==> src/rtl/simax_pkg.sv <==
// Shared definitions for the SIMAX matrix-vector engine.
//   state_e      : engine FSM encoding (IDLE, COMPUTE, WAIT_NEXT, OUTPUT)
//   clog2_min1() : address width helper, never returns less than 1
//   sat_add()    : saturating signed add, result clamped to an acc_w-bit range
//   sat_ovf()    : flags that the same add would have clamped
// Operands are passed sign-extended to SAT_W bits so a single function
// serves any accumulator width up to SAT_W-1.
package simax_pkg;

  typedef enum logic [1:0] {
    ST_IDLE      = 2'd0,
    ST_COMPUTE   = 2'd1,
    ST_WAIT_NEXT = 2'd2,
    ST_OUTPUT    = 2'd3
  } state_e;

  localparam int unsigned SAT_W = 64;

  function automatic int unsigned clog2_min1(input int unsigned n);
    int unsigned w;
    w = $clog2(n);
    return (w == 0) ? 1 : w;
  endfunction

  // Sum is formed one bit wider than the operands so it cannot wrap.
  function automatic logic signed [SAT_W:0] wide_sum(input logic signed [SAT_W-1:0] a,
                                                     input logic signed [SAT_W-1:0] b);
    logic signed [SAT_W:0] s;
    s = {a[SAT_W-1], a} + {b[SAT_W-1], b};
    return s;
  endfunction

  function automatic logic signed [SAT_W:0] sat_hi(input int unsigned acc_w);
    logic signed [SAT_W:0] one;
    one    = '0;
    one[0] = 1'b1;
    return (one <<< (acc_w - 1)) - one;
  endfunction

  function automatic logic signed [SAT_W:0] sat_lo(input int unsigned acc_w);
    logic signed [SAT_W:0] one;
    one    = '0;
    one[0] = 1'b1;
    return -(one <<< (acc_w - 1));
  endfunction

  function automatic logic signed [SAT_W-1:0] sat_add(input logic signed [SAT_W-1:0] a,
                                                      input logic signed [SAT_W-1:0] b,
                                                      input int unsigned acc_w);
    logic signed [SAT_W:0] s;
    logic signed [SAT_W:0] r;
    s = wide_sum(a, b);
    r = s;
    if (s > sat_hi(acc_w)) r = sat_hi(acc_w);
    else if (s < sat_lo(acc_w)) r = sat_lo(acc_w);
    return r[SAT_W-1:0];
  endfunction

  function automatic logic sat_ovf(input logic signed [SAT_W-1:0] a,
                                   input logic signed [SAT_W-1:0] b,
                                   input int unsigned acc_w);
    logic signed [SAT_W:0] s;
    s = wide_sum(a, b);
    return (s > sat_hi(acc_w)) || (s < sat_lo(acc_w));
  endfunction

endpackage

==> src/rtl/simax_mac_lane.sv <==
// One output row of the SIMAX engine: a COLS-entry signed weight file,
// a saturating multiply-accumulate and a sticky saturation flag.
//   wr_en/wr_col/wr_data : weight write (columns >= COLS are dropped)
//   col_sel/x_elem       : current column index and input element
//   acc_clr              : clear accumulator and flag (start of tile)
//   mac_en               : acc <= sat(acc + W[col_sel]*x_elem)
//   acc_o/sat_o          : accumulator value and sticky saturation flag
module simax_mac_lane
  import simax_pkg::*;
#(
  parameter int unsigned DW    = 8,
  parameter int unsigned COLS  = 8,
  parameter int unsigned ACC_W = 20,
  parameter int unsigned COL_W = 3
) (
  input  logic                    clk,
  input  logic                    rst_n,
  input  logic                    wr_en,
  input  logic [COL_W-1:0]        wr_col,
  input  logic signed [DW-1:0]    wr_data,
  input  logic [COL_W-1:0]        col_sel,
  input  logic signed [DW-1:0]    x_elem,
  input  logic                    acc_clr,
  input  logic                    mac_en,
  output logic signed [ACC_W-1:0] acc_o,
  output logic                    sat_o
);

  logic signed [DW-1:0]    w_q [COLS];
  logic signed [DW-1:0]    w_d [COLS];
  logic signed [ACC_W-1:0] acc_q, acc_d;
  logic                    sat_q, sat_d;
  logic signed [2*DW-1:0]  prod;

  assign prod = w_q[col_sel] * x_elem;

  always_comb begin
    w_d = w_q;
    if (wr_en && (32'(wr_col) < COLS)) w_d[wr_col] = wr_data;
  end

  always_comb begin
    acc_d = acc_q;
    sat_d = sat_q;
    if (acc_clr) begin
      acc_d = '0;
      sat_d = 1'b0;
    end else if (mac_en) begin
      acc_d = ACC_W'(sat_add(SAT_W'(acc_q), SAT_W'(prod), ACC_W));
      sat_d = sat_q | sat_ovf(SAT_W'(acc_q), SAT_W'(prod), ACC_W);
    end
  end

  always_ff @(posedge clk or negedge rst_n) begin
    if (!rst_n) begin
      for (int unsigned i = 0; i < COLS; i++) w_q[i] <= '0;
      acc_q <= '0;
      sat_q <= 1'b0;
    end else begin
      w_q   <= w_d;
      acc_q <= acc_d;
      sat_q <= sat_d;
    end
  end

  assign acc_o = acc_q;
  assign sat_o = sat_q;

endmodule

==> src/rtl/simax_mv_engine.sv <==
// SIMAX matrix-vector engine: y[r] = sum_c W[r][c]*x[c], one column per
// cycle, saturating to ACC_W bits, optionally accumulated over an
// x_last-terminated tile.
//   cfg_*        : weight write handshake, cfg_addr = {row, col}
//   x_*          : input vector stream, x_last marks the end of a tile
//   res_*        : result stream, result_flat row r at [r*ACC_W +: ACC_W]
//   res_sat      : per-row sticky saturation flag of the current result
//   busy         : engine not idle
module simax_mv_engine
  import simax_pkg::*;
#(
  parameter int unsigned DW       = 8,
  parameter int unsigned ROWS     = 4,
  parameter int unsigned COLS     = 8,
  parameter int unsigned ACC_W    = 20,
  parameter int unsigned ACCUM_EN = 1
) (
  input  logic                                          clk,
  input  logic                                          rst_n,
  input  logic                                          cfg_valid,
  output logic                                          cfg_ready,
  input  logic [clog2_min1(ROWS)+clog2_min1(COLS)-1:0]  cfg_addr,
  input  logic [DW-1:0]                                 cfg_data,
  input  logic                                          x_valid,
  output logic                                          x_ready,
  input  logic [COLS*DW-1:0]                            x_vector_flat,
  input  logic                                          x_last,
  output logic                                          res_valid,
  input  logic                                          res_ready,
  output logic [ROWS*ACC_W-1:0]                         result_flat,
  output logic [ROWS-1:0]                               res_sat,
  output logic                                          busy
);

  localparam int unsigned ROW_W = clog2_min1(ROWS);
  localparam int unsigned COL_W = clog2_min1(COLS);
  localparam int unsigned CNT_W = COL_W;

  state_e               state_q, state_d;
  logic [CNT_W-1:0]     cnt_q, cnt_d;
  logic [COLS*DW-1:0]   x_q, x_d;
  logic                 last_q, last_d;
  logic                 acc_clr, mac_en, cfg_fire;
  logic [ROW_W-1:0]     cfg_row;
  logic [COL_W-1:0]     cfg_col;
  logic signed [DW-1:0] x_sel;

  assign cfg_row  = cfg_addr[ROW_W+COL_W-1 -: ROW_W];
  assign cfg_col  = cfg_addr[COL_W-1:0];
  assign cfg_fire = cfg_valid && cfg_ready;
  assign x_sel    = x_q[cnt_q*DW +: DW];
  assign busy     = (state_q != ST_IDLE);

  always_comb begin
    state_d   = state_q;
    cnt_d     = cnt_q;
    x_d       = x_q;
    last_d    = last_q;
    cfg_ready = 1'b0;
    x_ready   = 1'b0;
    res_valid = 1'b0;
    acc_clr   = 1'b0;
    mac_en    = 1'b0;
    unique case (state_q)
      ST_IDLE: begin
        cfg_ready = 1'b1;
        x_ready   = 1'b1;
        if (x_valid) begin
          x_d     = x_vector_flat;
          last_d  = x_last;
          cnt_d   = '0;
          acc_clr = 1'b1;
          state_d = ST_COMPUTE;
        end
      end
      ST_COMPUTE: begin
        mac_en = 1'b1;
        cnt_d  = cnt_q + CNT_W'(1);
        if (cnt_q == CNT_W'(COLS - 1)) begin
          cnt_d   = '0;
          state_d = ((ACCUM_EN == 0) || last_q) ? ST_OUTPUT : ST_WAIT_NEXT;
        end
      end
      ST_WAIT_NEXT: begin
        x_ready = 1'b1;
        if (x_valid) begin
          x_d     = x_vector_flat;
          last_d  = x_last;
          cnt_d   = '0;
          state_d = ST_COMPUTE;
        end
      end
      ST_OUTPUT: begin
        res_valid = 1'b1;
        if (res_ready) state_d = ST_IDLE;
      end
      default: state_d = ST_IDLE;
    endcase
  end

  always_ff @(posedge clk or negedge rst_n) begin
    if (!rst_n) begin
      state_q <= ST_IDLE;
      cnt_q   <= '0;
      x_q     <= '0;
      last_q  <= 1'b0;
    end else begin
      state_q <= state_d;
      cnt_q   <= cnt_d;
      x_q     <= x_d;
      last_q  <= last_d;
    end
  end

  // Rows beyond ROWS have no lane, so out-of-range writes simply vanish.
  for (genvar r = 0; r < ROWS; r++) begin : g_lane
    logic signed [ACC_W-1:0] acc;
    simax_mac_lane #(
      .DW   (DW),
      .COLS (COLS),
      .ACC_W(ACC_W),
      .COL_W(COL_W)
    ) u_lane (
      .clk    (clk),
      .rst_n  (rst_n),
      .wr_en  (cfg_fire && (cfg_row == ROW_W'(r))),
      .wr_col (cfg_col),
      .wr_data(cfg_data),
      .col_sel(cnt_q),
      .x_elem (x_sel),
      .acc_clr(acc_clr),
      .mac_en (mac_en),
      .acc_o  (acc),
      .sat_o  (res_sat[r])
    );
    assign result_flat[r*ACC_W +: ACC_W] = acc;
  end

endmodule

==> config.mk <==
export PLATFORM = sky130hd
export DESIGN_NAME = simax_mv_engine
export DESIGN_NICKNAME = d
export VERILOG_FILES = /design/src/rtl/simax_pkg.sv /design/src/rtl/simax_mac_lane.sv /design/src/rtl/simax_mv_engine.sv
export SDC_FILE = /design/constraint.sdc
export NUM_CORES = 2
export LEC_CHECK = 0
export CAP_MARGIN = 5
export CORE_ASPECT_RATIO = 0.75
export CORE_MARGIN = 4
export CORE_UTILIZATION = 30
export DETAILED_ROUTE_END_ITERATION = 16
export PLACE_DENSITY = 0.54
export SLEW_MARGIN = 40
export SYNTH_ARGS = -nofsm -noshare
export SYNTH_HDL_FRONTEND = slang
export SYNTH_SLANG_ARGS = --single-unit
==> constraint.sdc <==
create_clock -name clk -period 9.1 [get_ports clk]
set_clock_uncertainty 0.15 [all_clocks]
set_input_delay 0.91 -clock clk [delete_from_list [all_inputs] [get_ports clk]]
set_output_delay 0.91 -clock clk [all_outputs]
set_load 0.03 [all_outputs]
==> run summary <==
Yosys mapped a number of flops with a built-in enable equal to 0. The mean instance size in the synthesized netlist came out at 11.90 sq um. After routing the design area is 38170 sq um. The core area is 108000 sq um.

Global routing consumed, over all layers together, 14.86% of the routing resources. Port buffering added 170 buffers. The cell depth of the worst flop-to-flop path is 21. The worst-margin pin slew is 0.8275 ns. The critical path ends at g_lane[2].u_lane.acc_o[14]. Entering global routing, the biggest net connects 142 pins. The count of final hold-check violations came out at 0. The detailed-route wire length per cell is 19.00 microns.

The mean number of vias per cell is 4.699. The iteration count of the initial detailed-routing pass is 4. The reg2reg setup slack is 1.08 ns.

STA classifies the critical path endpoint as a flip-flop. In the synthesized netlist the dominant register cell turns out to be sky130_fd_sc_hd__dfrtp_1. The worst setup path is launched from a flip-flop. The clock tree from TritonCTS is built. After clock tree synthesis, the repair step resized 0 gates.

The initial cell density of the core is 30.41%. The floorplan die height came out at 294.6 microns. The root buffer cell chosen for the clock tree is sky130_fd_sc_hd__clkbuf_16. The total number of vias is 20626. The total clock sinks came out at 410. The starting DRC count in detailed routing came out at 1052. The insertion delay to the later sink of the worst-skew pair is 0.61 ns. The startpoint identified for the worst register-to-register timing path is cnt_q[0]. The endpoint required time on the critical path came out at 9.49 ns.

Counting flops and latches in the post-synthesis netlist gives 410. The CTS buffer count is 44. The first-pass GRT wire length is 134000 microns.

The final core utilization came out at 35.34%. The worst slew margin relative to its limit is 43.65%. The floorplan die area came out at 114900 sq um.

The maximum fanout along the worst path came out at 42. The number of placement rows is 104. Cells with a size suffix above 1 make up 21.54% of the layout. The shortest period the worst path allows came out at 8.023 ns. The setup path with the least slack is of type reg -> reg. The boundary pin count came out at 171. The final HPWL from detailed placement came out at 63580 microns. The mapped netlist covers 32850 sq um. The synthesized instance count came out at 2761. The area overhead of the layout relative to synthesis is 16.19%. On the critical path, the stage with the largest delay is an instance of sky130_fd_sc_hd__dfrtp_4. For this run, design rule violations remaining after detail routing come to 0. In this run the worst hold path is classified as in -> async. The share of synthesized flip-flops with an asynchronous set or reset is 100.0%. The minimum setup slack in the final design is 1.077 ns. The number of global-route vias before repair is 22296. The number of pins with negative max-slew slack in the final report was 0. The depth of the CTS H-tree is 2.

The worst setup path startpoint is cnt_q[0]. The number of antenna violations at the first check in global routing is 3. The number of setup buffers added after CTS is 0. The wire length after detailed routing is 83380 microns.

The total negative slack is 0 ns. The signal on the critical path passes through buf_12 -> buf_12 -> mux4_2 -> mux2i_1 -> nor2_1 -> fa_1 -> inv_1 -> fa_1 -> inv_1 -> fa_1 -> fa_1 -> fa_1 -> ha_1 -> o21ai_0 -> o21ai_1 -> a31oi_2 -> nand2_1 -> a221oi_2 -> xnor2_1 -> and3_1 -> a221o_1. For the worst setup path, the data arrival time is 8.41 ns. The number of distinct library cells after synthesis came out at 76.

The number of warnings printed during yosys synthesis is 0. The count of nets after finishing is 3569. Across the run, the number of max-cap violations was 0.

The post-placement setup slack came out at 1.010 ns. The share of the Yosys chip area taken by registers is 31.23%. The largest buffer count on any clock path is 3.

At the end of routability-driven placement, the weighted congestion stood at 0.7944. The achievable clock frequency is 124.6 MHz. The clock-pin slew of the registers on the worst-case setup and hold paths came out at 0.07 ns. The final period utilization came out at 88.17%. The worst register-to-register path ends at g_lane[2].u_lane.acc_o[14].

The final count of negative-setup-slack endpoints is 0. The maximum cell stage delay along the critical path is 0.76 ns. For this run the aggregate overflow at the end of global routing stands at 0. The net count after synthesis came out at 3406. Once detail routing completed, the nets flagged for antenna violations numbered 0.

Setup repair after global routing left no endpoint under its margin. The count of hold-fix buffers inserted at cts came out at 0. The cell area after placement is 36570 sq um. The cell that appears most often on the critical path is sky130_fd_sc_hd__fa_1.

The flow ran to the end, and the final reports show no timing, DRC or antenna violations. The horizontal die dimension came out at 390.1 microns.
[how the worst min path moves through the flow]
stage / startpoint / end / slack [ns] / cells past startpoint
finish: rst_n / x_q[6] / 0.11 / 1
global route: rst_n / x_q[6] / 0.13 / 1
CTS: rst_n / x_q[6] / 0.12 / 1
detailed placement: g_lane[3].u_lane.w_q[5] / g_lane[3].u_lane.w_q[5] / 0.34 / 1
global placement: g_lane[1].u_lane.w_q[1] / g_lane[1].u_lane.w_q[1] / 0.33 / 1
floorplan: g_lane[1].u_lane.w_q[10] / g_lane[1].u_lane.w_q[10] / 0.32 / 1
[through the flow]
step,cells,hold WS [ns]
finish,4389,0.1137
global route,4388,0.1322
floorplan,2761,0.3239
detailed placement,4307,0.3387
CTS,4386,0.1156
global placement,4304,0.3320
[cells by family (layout without fill, tap and decap cells)]
| kind of cell | Yosys count | in the layout | synth area share [%] |
|---|---|---|---|
| adder cells (fa/ha/maj) | 562 | 562 | 29.82 |
| buffers and inverters | 501 | 697 | 5.912 |
| AND/OR/NAND/NOR | 472 | 472 | 6.559 |
| multiplexers | 446 | 446 | 17.90 |
| flip-flops | 410 | 410 | 31.23 |
| AO/OA/AOI/OAI | 292 | 292 | 6.441 |
| XOR/XNOR | 78 | 78 | 2.137 |
| other | 0 | 1 | 0 |
[cells in the mapped netlist, types with 15 or more instances]
library cell,instances,share of area (%)
sky130_fd_sc_hd__mux2_2,331,11
sky130_fd_sc_hd__ha_1,194,7.4
sky130_fd_sc_hd__o21a_1,15,0.34
sky130_fd_sc_hd__fa_1,368,22
sky130_fd_sc_hd__xor2_1,27,0.72
sky130_fd_sc_hd__clkbuf_1,78,0.89
sky130_fd_sc_hd__or2_2,22,0.42
sky130_fd_sc_hd__nor2_1,193,2.2
sky130_fd_sc_hd__o211ai_1,15,0.34
sky130_fd_sc_hd__mux2i_1,35,1.1
sky130_fd_sc_hd__nand2b_1,29,0.55
sky130_fd_sc_hd__nand2_1,138,1.6
sky130_fd_sc_hd__dfrtp_1,410,31
sky130_fd_sc_hd__a21oi_1,62,0.94
sky130_fd_sc_hd__xnor2_1,50,1.3
sky130_fd_sc_hd__buf_2,16,0.24
sky130_fd_sc_hd__mux4_2,80,5.5
sky130_fd_sc_hd__inv_1,390,4.5
sky130_fd_sc_hd__a21o_1,21,0.48
sky130_fd_sc_hd__a221o_1,17,0.52
sky130_fd_sc_hd__o21ai_0,58,0.88
sky130_fd_sc_hd__nor2b_1,32,0.61
[sequential cells by signal, summed over array words and instances (netlist names)]
signal,count
state_q,2
g_lane.u_lane.w_q,256
last_q,1
g_lane.u_lane.acc_o,80
cnt_q,3
g_lane.u_lane.sat_o,4
x_q,64
[layout by cell type, fill, tap and decap left out, types with 16 or more instances in the layout]
cell type and n:
sky130_fd_sc_hd__ha_1 194, sky130_fd_sc_hd__fa_1 368, sky130_fd_sc_hd__buf_4 44, sky130_fd_sc_hd__mux2_2 331, sky130_fd_sc_hd__o21ai_0 58, sky130_fd_sc_hd__a21o_1 21, sky130_fd_sc_hd__inv_1 390, sky130_fd_sc_hd__clkbuf_16 44
sky130_fd_sc_hd__clkdlybuf4s50_1 167, sky130_fd_sc_hd__nand2_1 138, sky130_fd_sc_hd__xor2_1 27, sky130_fd_sc_hd__a221o_1 17, sky130_fd_sc_hd__mux4_2 80, sky130_fd_sc_hd__nand2b_1 29, sky130_fd_sc_hd__or2_2 22, sky130_fd_sc_hd__nor2_2 16
sky130_fd_sc_hd__dfrtp_1 407, sky130_fd_sc_hd__nor2b_1 31, sky130_fd_sc_hd__nor2_1 174, sky130_fd_sc_hd__a21oi_1 62, sky130_fd_sc_hd__xnor2_1 49, sky130_fd_sc_hd__mux2i_1 24
[critical path, delay by kind of cell, from the launching register on]
kind                       cells  cell delay [ns]
AOI/OAI and AO/OA              5             0.78
and+or+nand+nor                3             0.87
adders and majority gates      6             2.84
xor gates and xnor gates       1             0.66
muxes                          2             1.08
buffers and inverters          4             0.76
DFF                            1             0.76
[area by class of cell]
| type | instances | area (sq um) |
|---|---|---|
| Clock buffer | 58 | 1224 |
| Clock inverter | 21 | 312.8 |
| Timing Repair Buffer | 228 | 2261 |
| Fill cell | 10700 | 69840 |
| Multi-Input combinational cell | 1850 | 20840 |
| Inverter | 390 | 1464 |
| Tap cell | 1431 | 1790 |
| Sequential cell | 410 | 10270 |
| Antenna cell | 1 | 2.502 |
[layer usage]
layer,up-vias,part of all wire (%),wire length [microns],global-route usage (%)
met2,310,42,35260,22.04
met3,57,4.9,4073,2.928
met4,2,1.2,999,2.307
li1,9556,-,-,-
met5,-,0.016,13,0
met1,10701,52,43030,22.78
Power is not shown: default switching activity piles up to over one toggle a cycle in this logic, so the estimate is an artifact.
